===== src/rtl/onewire_master.sv =====
// Single-wire open-drain bus master: reset/presence, write-bit and read-bit slots
// issued one at a time over a valid/ready command port, one response per command.
module onewire_master #(
  parameter int CLK_DIV  = 50,
  parameter int T_RSTL   = 480,
  parameter int T_PDWAIT = 70,
  parameter int T_RSTH   = 410,
  parameter int T_SLOT   = 60,
  parameter int T_LOW1   = 6,
  parameter int T_LOW0   = 55,
  parameter int T_SAMPLE = 15,
  parameter int T_REC    = 2
) (
  input  logic       clk,
  input  logic       nrst,
  input  logic       cmd_valid,
  output logic       cmd_ready,
  input  logic [1:0] cmd_op,
  input  logic       cmd_bit,
  output logic       rsp_valid,
  output logic       rsp_bit,
  output logic       rsp_err,
  output logic       busy,
  output logic       pad_c2p,
  output logic       pad_c2p_en,
  input  logic       pad_p2c
);

  typedef enum logic [2:0] {
    IDLE, RST_LOW, RST_WAIT, RST_HOLD, SLOT_LOW, SLOT_HIGH, RECOVER, DONE
  } state_t;

  localparam logic [1:0] OP_RST = 2'b00;
  localparam logic [1:0] OP_WR  = 2'b01;
  localparam logic [1:0] OP_RD  = 2'b10;

  state_t      state_q;
  logic [15:0] presc_q, tcnt_q;
  logic [1:0]  op_q;
  logic        bit_q, sync1_q, sync2_q, smp_q;
  logic        c2p_en_q, rsp_valid_q, rsp_bit_q, rsp_err_q;

  logic        tick_d;
  logic [15:0] tlow_d, slot_end_d, smp_at_d;

  assign tick_d     = (presc_q == 16'(CLK_DIV - 1));
  assign tlow_d     = (op_q == OP_WR && !bit_q) ? 16'(T_LOW0) : 16'(T_LOW1);
  // SLOT_HIGH restarts the tick count, so slot-relative points are offset by the low phase
  assign slot_end_d = 16'(T_SLOT) - tlow_d - 16'd1;
  assign smp_at_d   = 16'(T_SAMPLE - T_LOW1 - 1);

  always_ff @(posedge clk or negedge nrst) begin
    if (!nrst) begin
      state_q     <= IDLE;
      presc_q     <= '0;
      tcnt_q      <= '0;
      op_q        <= OP_RST;
      bit_q       <= 1'b0;
      sync1_q     <= 1'b1;
      sync2_q     <= 1'b1;
      smp_q       <= 1'b1;
      c2p_en_q    <= 1'b0;
      rsp_valid_q <= 1'b0;
      rsp_bit_q   <= 1'b0;
      rsp_err_q   <= 1'b0;
    end else begin
      sync1_q     <= pad_p2c;
      sync2_q     <= sync1_q;
      rsp_valid_q <= 1'b0;
      if ((state_q == IDLE && cmd_valid) || tick_d) presc_q <= '0;
      else                                         presc_q <= presc_q + 16'd1;
      if (tick_d) tcnt_q <= tcnt_q + 16'd1;

      case (state_q)
        IDLE: if (cmd_valid) begin
          op_q   <= cmd_op;
          bit_q  <= cmd_bit;
          tcnt_q <= '0;
          case (cmd_op)
            OP_RST: begin state_q <= RST_LOW;  c2p_en_q <= 1'b1; end
            OP_WR,
            OP_RD:  begin state_q <= SLOT_LOW; c2p_en_q <= 1'b1; end
            default: begin
              state_q     <= DONE;
              rsp_valid_q <= 1'b1;
              rsp_bit_q   <= 1'b0;
              rsp_err_q   <= 1'b1;
            end
          endcase
        end
        RST_LOW: if (tick_d && tcnt_q == 16'(T_RSTL - 1)) begin
          state_q  <= RST_WAIT;
          c2p_en_q <= 1'b0;
          tcnt_q   <= '0;
        end
        RST_WAIT: if (tick_d && tcnt_q == 16'(T_PDWAIT - 1)) begin
          state_q <= RST_HOLD;
          smp_q   <= ~sync2_q;
          tcnt_q  <= '0;
        end
        RST_HOLD: if (tick_d && tcnt_q == 16'(T_RSTH - 1)) begin
          state_q     <= DONE;
          rsp_valid_q <= 1'b1;
          rsp_bit_q   <= smp_q;
          rsp_err_q   <= ~sync2_q;
        end
        SLOT_LOW: if (tick_d && tcnt_q == tlow_d - 16'd1) begin
          state_q  <= SLOT_HIGH;
          c2p_en_q <= 1'b0;
          tcnt_q   <= '0;
        end
        SLOT_HIGH: if (tick_d) begin
          if (tcnt_q == smp_at_d) smp_q <= sync2_q;
          if (tcnt_q == slot_end_d) begin
            state_q <= RECOVER;
            tcnt_q  <= '0;
          end
        end
        RECOVER: if (tick_d && tcnt_q == 16'(T_REC - 1)) begin
          state_q     <= DONE;
          rsp_valid_q <= 1'b1;
          rsp_bit_q   <= (op_q == OP_RD) ? smp_q : bit_q;
          rsp_err_q   <= (op_q == OP_WR) & bit_q & ~smp_q;
        end
        DONE:    state_q <= IDLE;
        default: state_q <= IDLE;
      endcase
    end
  end

  assign cmd_ready  = (state_q == IDLE);
  assign busy       = ~cmd_ready;
  assign rsp_valid  = rsp_valid_q;
  assign rsp_bit    = rsp_bit_q;
  assign rsp_err    = rsp_err_q;
  assign pad_c2p    = 1'b0;
  assign pad_c2p_en = c2p_en_q;

endmodule


===== config.mk =====
export PLATFORM = sky130hd
export DESIGN_NAME = onewire_master
export DESIGN_NICKNAME = d
export VERILOG_FILES = /design/src/rtl/onewire_master.sv
export SDC_FILE = /design/constraint.sdc
export NUM_CORES = 1
export LEC_CHECK = 0
export ABC_AREA = 1
export CAP_MARGIN = 20
export CORE_UTILIZATION = 35
export CTS_CLUSTER_DIAMETER = 100
export DETAILED_ROUTE_END_ITERATION = 10
export DONT_BUFFER_PORTS = 1
export SYNTH_ARGS = -nofsm -noshare
export SYNTH_HDL_FRONTEND = slang
export SYNTH_SLANG_ARGS = --single-unit
export TNS_END_PERCENT = 20

===== constraint.sdc =====
create_clock -name clk -period 2.02 [get_ports clk]
set_input_delay 0.404 -clock clk [delete_from_list [all_inputs] [get_ports clk]]
set_output_delay 0.404 -clock clk [all_outputs]
set_load 0.02 [all_outputs]

==> results by group, run 1 <==
Global route
  • First-pass GRT wire length: 12,100 um
  • Initial antenna violation count: 0
  • Global route overflow: 0
  • Largest net degree at the start of global routing: 46
  • Overall Global Routing Usage: 17.3%
  • Vias in the first global route: 2,765

Place
  • IO buf count: 0
  • GPL Wtd Cong: 0.843
  • Half-perimeter wire length after placement: 5230 um
  • Placed inst area: 0.00316 sq mm

Clock tree
  • Inserted Clock Buffers: 5
  • Clock slew at reported path FFs: 100 ps
  • Clock tree buffer depth: 2
  • H-Tree Depth: 2
  • Sink Count: 45
  • CTS tree: built
  • Clock latency on the worst-skew pair: 310 ps
  • Root buf cell: clkbuf_8

Die
  • Initial core utilization: 36.1%
  • Die Height: 93.8 um
  • Row cnt: 33
  • Die ar.: 0.00880 sq mm
  • Core ar.: 0.00818 sq mm
  • Die X-Extent: 93.8 um
  • I/O pins: 14

Routing
  • Drt via density: 4.87
  • Overall routed net length: 6770 um
  • DR WL/cell: 12.2 um
  • Routed Antenna Nets: 0
  • First-pass DRT Iterations: 4
  • Starting DRT DRC Count: 110
  • Residual DRC count: 0
  • Via count: 2,702

Cells and area
  • Register area: 0.00113 sq mm
  • Fraction of layout cells with a size suffix above 1: 10.2%
  • Diodes inserted: 0
  • Most frequent cells in the layout: nand2_1, nor2_1, inv_1
  • Nets@finish: 463
  • Multi-input logic area: 0.00154 sq mm
  • Final Cell Area: 0.00334 sq mm
  • Fillers: 857
  • P&R area growth vs syn: 13.4%
  • Commonest non-fill, non-tap cell in the layout: nand2_1

Worst setup path
  • Setup crit start kind: flip-flop
  • Crit path max fanout: 10
  • Critical Path AT: 2010 ps
  • Critical-path top delay cell: dfrtp_1
  • Worst stage delay on the critical path: 430 ps
  • Crit-path leading delay family: simple AND/OR/NAND/NOR gates
  • Worst endpoint required time: 2220 ps
  • CP cell instances: nor2_1, nand2_1, nor2_1, nand2_1, nor2_1, nand2_1, nand2_2, nand2_2, nor3_4, buf_12, nor2_1
  • CP bufs+invs: 1
  • Crit Path Class: reg -> reg
  • CP endpoint kind: flip-flop
  • Cell repeated most along the worst path: nor2_1

Synth
  • Ranking of synthesized cells by area: dfrtp_1, nand2_1, nor2_1, inv_1, nand3_1
  • Synthesized net count: 441
  • Synth warnings: 0
  • Average size of a mapped cell: 6.91 sq um
  • Largest area contributor in the netlist: dfrtp_1
  • Synth top area share: 35.6%
  • Gate Count Post-Synth: 427
  • Register bit count reported by yosys: 45
  • Register area share after synthesis: 38.3%
  • Cell Area, Synth: 0.00295 sq mm
  • Post-synth cell types: 32

STA
  • Final setup fails: 0
  • Minimum clock period: 1820 ps
  • Final slew viol count: 0
  • Max Clk Rate: 551 MHz
  • Fin crit share: 89.9%
  • Endpoints failing hold: 0
  • Final Skew: 9.23 ps
  • Unrepaired setup endpoints after global routing: no
  • Setup TNS: 0 ps

Power
  • Internal: 2090 uW
  • Flop pwr share: 36.4%
  • Peak VDD IR: 0.557 mV
  • Leakage: 0.00162 uW
  • Power Dens Cells: 1090 mW/mm^2
  • Clock power frac: 19.8%
  • Psw: 1560 uW
  • Net Sw Frac: 42.7%
  • Comb pwr share: 43.9%

Run status
  • Status: complete, no violations

Worst hold path
  • Type of the most critical hold path: in -> reg

Flow run
  • Max Cap Viol: 0
==> power groups by stage <==
stage / registers [uW] / logic, uW / clock network (uW)
after floorplan: 1290 / 1180 / 0
after global placement: 1340 / 1530 / 0
after detailed placement: 1340 / 1560 / 0
after CTS: 1330 / 1590 / 744
after global routing: 1360 / 1850 / 776
final: 1330 / 1600 / 720
==> registers in the layout, summed over array words and instances, names as in the netlist <==
register	flops
pad_c2p_en	1
bit_q	1
rsp_bit	1
rsp_valid	1
rsp_err	1
sync2_q	1
state_q	3
op_q	2
sync1_q	1
presc_q	16
smp_q	1
tcnt_q	16
==> logic make-up (layout without fill, tap and decap cells) <==
group | Yosys count | in the layout | synth area share [%]
xor gates and xnor gates | 13 | 13 | 3.86
other | 1 | 1 | 0.127
and+or+nand+nor | 244 | 244 | 35.7
DFF | 45 | 45 | 38.3
adders and majority gates | 7 | 7 | 2.97
buffers and inverters | 68 | 91 | 9.76
AOI/OAI and AO/OA | 49 | 49 | 9.25
==> through the flow <==
step / utilization, % / power [uW] / worst slack, ps / std cells / hold WS [ps]
after floorplan: - / 2460 / 320 / 427 / 108
after global placement: 38.6 / 2870 / 210 / 542 / 111
after detailed placement: 38.6 / 2900 / 179 / 542 / 110
after CTS: 40.6 / 3660 / 152 / 552 / 69.1
after global routing: 40.9 / 3980 / 3.53 / 555 / 62.3
final: 40.9 / 3640 / 205 / 555 / 78.7
==> metal layers <==
layer | track usage (%) | vias up | part of all wire, %
met4 | 3.72 | 0 | 0.66
li1 | - | 1398 | -
met2 | 30.4 | 31 | 48
met3 | 3.16 | 8 | 2.6
met5 | 0 | - | 0
met1 | 21.9 | 1265 | 48
==> synth_stat cells (all sizes together) <==
cell type  instances
o21ai             23
nor2              82
nand2            108
xnor2              1
conb               1
o22ai              3
dfstp              3
nor3              16
clkinv             1
nand4             11
nand3             24
a21oi             16
inv               61
xor2              12
a31oi              1
nor3b              1
and3               1
clkbuf             1
dfrtp             42
nor4               1
o41ai              5
buf                5
ha                 7
o2111ai            1
==> cell type report <==
class                           instances  area share, %
Multi-Input combinational cell        314           45.9
Inverter                               62           7.00
Tap cell                              105           3.93
Sequential cell                        45           33.8
Clock buffer                            5           2.06
Timing Repair Buffer                   21           5.76
Clock inverter                          3           1.50
==> worst paths after layout <==
check / startpoint / endpoint / slack [ps] / cells past startpoint
max in group asynchronous: nrst / smp_q$_DFFE_PN1P_ / 1120 / 2
min in group asynchronous: nrst / tcnt_q[11]$_DFF_PN0_ / 630 / 2
hold / removal: pad_p2c / sync1_q$_DFF_PN1_ / 80 / 0
setup reg to reg: tcnt_q[15]$_DFF_PN0_ / tcnt_q[2]$_DFF_PN0_ / 200 / 11
hold reg to reg: sync1_q$_DFF_PN1_ / sync2_q$_DFF_PN1_ / 370 / 0
setup / recovery: tcnt_q[15]$_DFF_PN0_ / tcnt_q[2]$_DFF_PN0_ / 200 / 11
==> worst register-to-register path, stage by stage, from the launching register on <==
cell	delay [ps]
dfrtp_1	430
nor2_1	150
nand2_1	90
nor2_1	230
nand2_1	90
nor2_1	90
nand2_1	80
nand2_2	80
nand2_2	70
nor3_4	200
buf_12	150
nor2_1	50
==> timing repair <==
item | 4_1_cts | 5_1_grt
endpoints found under the setup margin | 0 | 15
hold endpoints to repair | 45 | 0
setup buffers | 0 | 3
hold buffers | 2 | 0
resized for setup | 0 | 4
(Power assumes the default switching activity.)
==> inputs of run 2 (changes only) <==
--- a/config.mk
+++ b/config.mk
@@ -11,6 +11,7 @@
 export CTS_CLUSTER_DIAMETER = 100
 export DETAILED_ROUTE_END_ITERATION = 10
 export DONT_BUFFER_PORTS = 1
+export PLACE_DENSITY_LB_ADDON = 0.08
 export SYNTH_ARGS = -nofsm -noshare
 export SYNTH_HDL_FRONTEND = slang
 export SYNTH_SLANG_ARGS = --single-unit
==> results by group, run 2 (synthesis results as in run 1) <==
Power
  • Peak VDD IR: 0.391 mV
  • Power Dens Cells: 1090 mW/mm^2
  • Leakage: 0.00164 uW

Routing
  • Routed Antenna Nets: 0
  • First-pass DRT Iterations: 4
  • Residual DRC count: 0
  • DR WL/cell: 13.0 um
  • Starting DRT DRC Count: 88
  • Overall routed net length: 7250 um
  • Via count: 2,717
  • Drt via density: 4.89

Cells and area
  • Commonest non-fill, non-tap cell in the layout: nand2_1
  • Nets@finish: 464
  • P&R area growth vs syn: 14.0%
  • Multi-input logic area: 0.00155 sq mm
  • Register area: 0.00113 sq mm
  • Post-Layout Cell Count: 556
  • Fillers: 886
  • Top flop regs: presc_q: 16 flops, tcnt_q: 16 flops, state_q: 3 flops
  • Most frequent cells in the layout: nand2_1, nor2_1, inv_1
  • Fraction of layout cells with a size suffix above 1: 11.3%
  • Final Cell Area: 0.00336 sq mm
  • Diodes inserted: 0

STA
  • Setup ws final: 176 ps
  • Fin crit share: 91.3%
  • Final Skew: 5.58 ps
  • Unrepaired setup endpoints after global routing: no
  • Setup TNS: 0 ps
  • Endpoints failing hold: 0
  • Final setup fails: 0
  • Final slew viol count: 0
  • Hold Slack: 84.7 ps
  • Max Clk Rate: 542 MHz
  • Minimum clock period: 1840 ps

Global route
  • Global route overflow: 0
  • First-pass GRT wire length: 12,100 um
  • Initial antenna violation count: 0
  • Vias in the first global route: 2,549
  • Overall Global Routing Usage: 17.8%
  • Largest net degree at the start of global routing: 46

Place
  • IO buf count: 0
  • Placed inst area: 0.00317 sq mm
  • Half-perimeter wire length after placement: 5480 um
  • GPL Wtd Cong: 0.826
  • DP Cell Count: 543
  • Place WS: 48.6 ps

Die
  • Core ar.: 0.00818 sq mm
  • Initial core utilization: 36.1%
  • Row cnt: 33
  • Die X-Extent: 93.8 um
  • Die ar.: 0.00880 sq mm
  • I/O pins: 14
  • Die Height: 93.8 um

Worst setup path
  • Critical-path top delay cell: dfrtp_2
  • CP endpoint kind: flip-flop
  • Worst stage delay on the critical path: 400 ps
  • Crit path max fanout: 10
  • Worst endpoint required time: 2220 ps
  • Reg-to-reg slack, setup: 180 ps
  • Setup crit start kind: flip-flop
  • Reg2reg start: tcnt_q[0]$_DFF_PN0_
  • Critical Path AT: 2040 ps
  • Crit Path Class: reg -> reg
  • Worst Setup SP: tcnt_q[0]$_DFF_PN0_
  • CP cell instances: ha_1, inv_1, nor2_1, nand2_1, nor2_1, nand2_1, nand2_1, nand3_2, nor3_4, buf_12, nor2_1

Clock tree
  • Clock latency on the worst-skew pair: 300 ps
  • Inserted Clock Buffers: 5
  • CTS tree: built
  • H-Tree Depth: 2
  • Sink Count: 45
  • Clock slew at reported path FFs: 100 ps
  • Root buf cell: clkbuf_8
  • Clock tree buffer depth: 2

Worst hold path
  • Type of the most critical hold path: in -> reg
  • Hold Crit Start: pad_p2c

Run status
  • Status: complete, no violations

Flow run
  • Max Cap Viol: 0
[run 2: changes by cell type in the layout (fill, tap and decap cells not counted), sizes merged]
cell,previous run,this run
buf,20,21
[run 2: worst paths after layout]
kind | to | depth (start not counted)
setup / recovery | tcnt_q[13]$_DFF_PN0_ | 11
hold / removal | sync1_q$_DFF_PN1_ | 0
setup reg to reg | tcnt_q[13]$_DFF_PN0_ | 11
hold reg to reg | sync2_q$_DFF_PN1_ | 0
max in group asynchronous | smp_q$_DFFE_PN1P_ | 2
min in group asynchronous | tcnt_q[11]$_DFF_PN0_ | 2
[run 2: cell type report]
| cell class | count | area share [%] |
|---|---|---|
| clock buffers | 5 | 2.05 |
| multi-input cells | 314 | 46.0 |
| inverters | 62 | 6.96 |
| repair buffers | 22 | 5.95 |
| well taps | 105 | 3.91 |
| flip-flops and latches | 45 | 33.6 |
| clock inverters | 3 | 1.49 |
[run 2: what timing repair did]
item,4_1_cts,5_1_grt
gates resized for setup,0,7
hold buffers,2,0
endpoints found under the hold margin,45,0
endpoints found under the setup margin,0,14
setup buffers,0,3
[run 2: power breakdown]
part | switching, uW | internal (uW) | total, uW
registers | 182 | 1100 | 1290
clock network | 351 | 380 | 731
logic | 1060 | 603 | 1670
[run 2: stage by stage]
stage                     power [uW]  util [%]
final                           3680      41.1
after global routing            4020      41.1
after CTS                       3700      40.6
after detailed placement        2920      38.7
after global placement          2910      38.7
after floorplan                 2460         -
[run 2: per-layer routing]
layer  global-route usage, %  share of wire [%]  up-vias
met4                    3.85               0.59        0
met3                    3.07                2.8        4
li1                        -                  -     1406
met1                    22.4                 48     1267
met2                    31.5                 49       40
met5                       0                  0        -
[run 2: critical path, delay by kind of cell, from the launching register on]
kind | cells | cell delay (ps)
fa+ha+maj | 1 | 220
buf+inv | 2 | 250
flops | 1 | 400
simple gates | 8 | 850
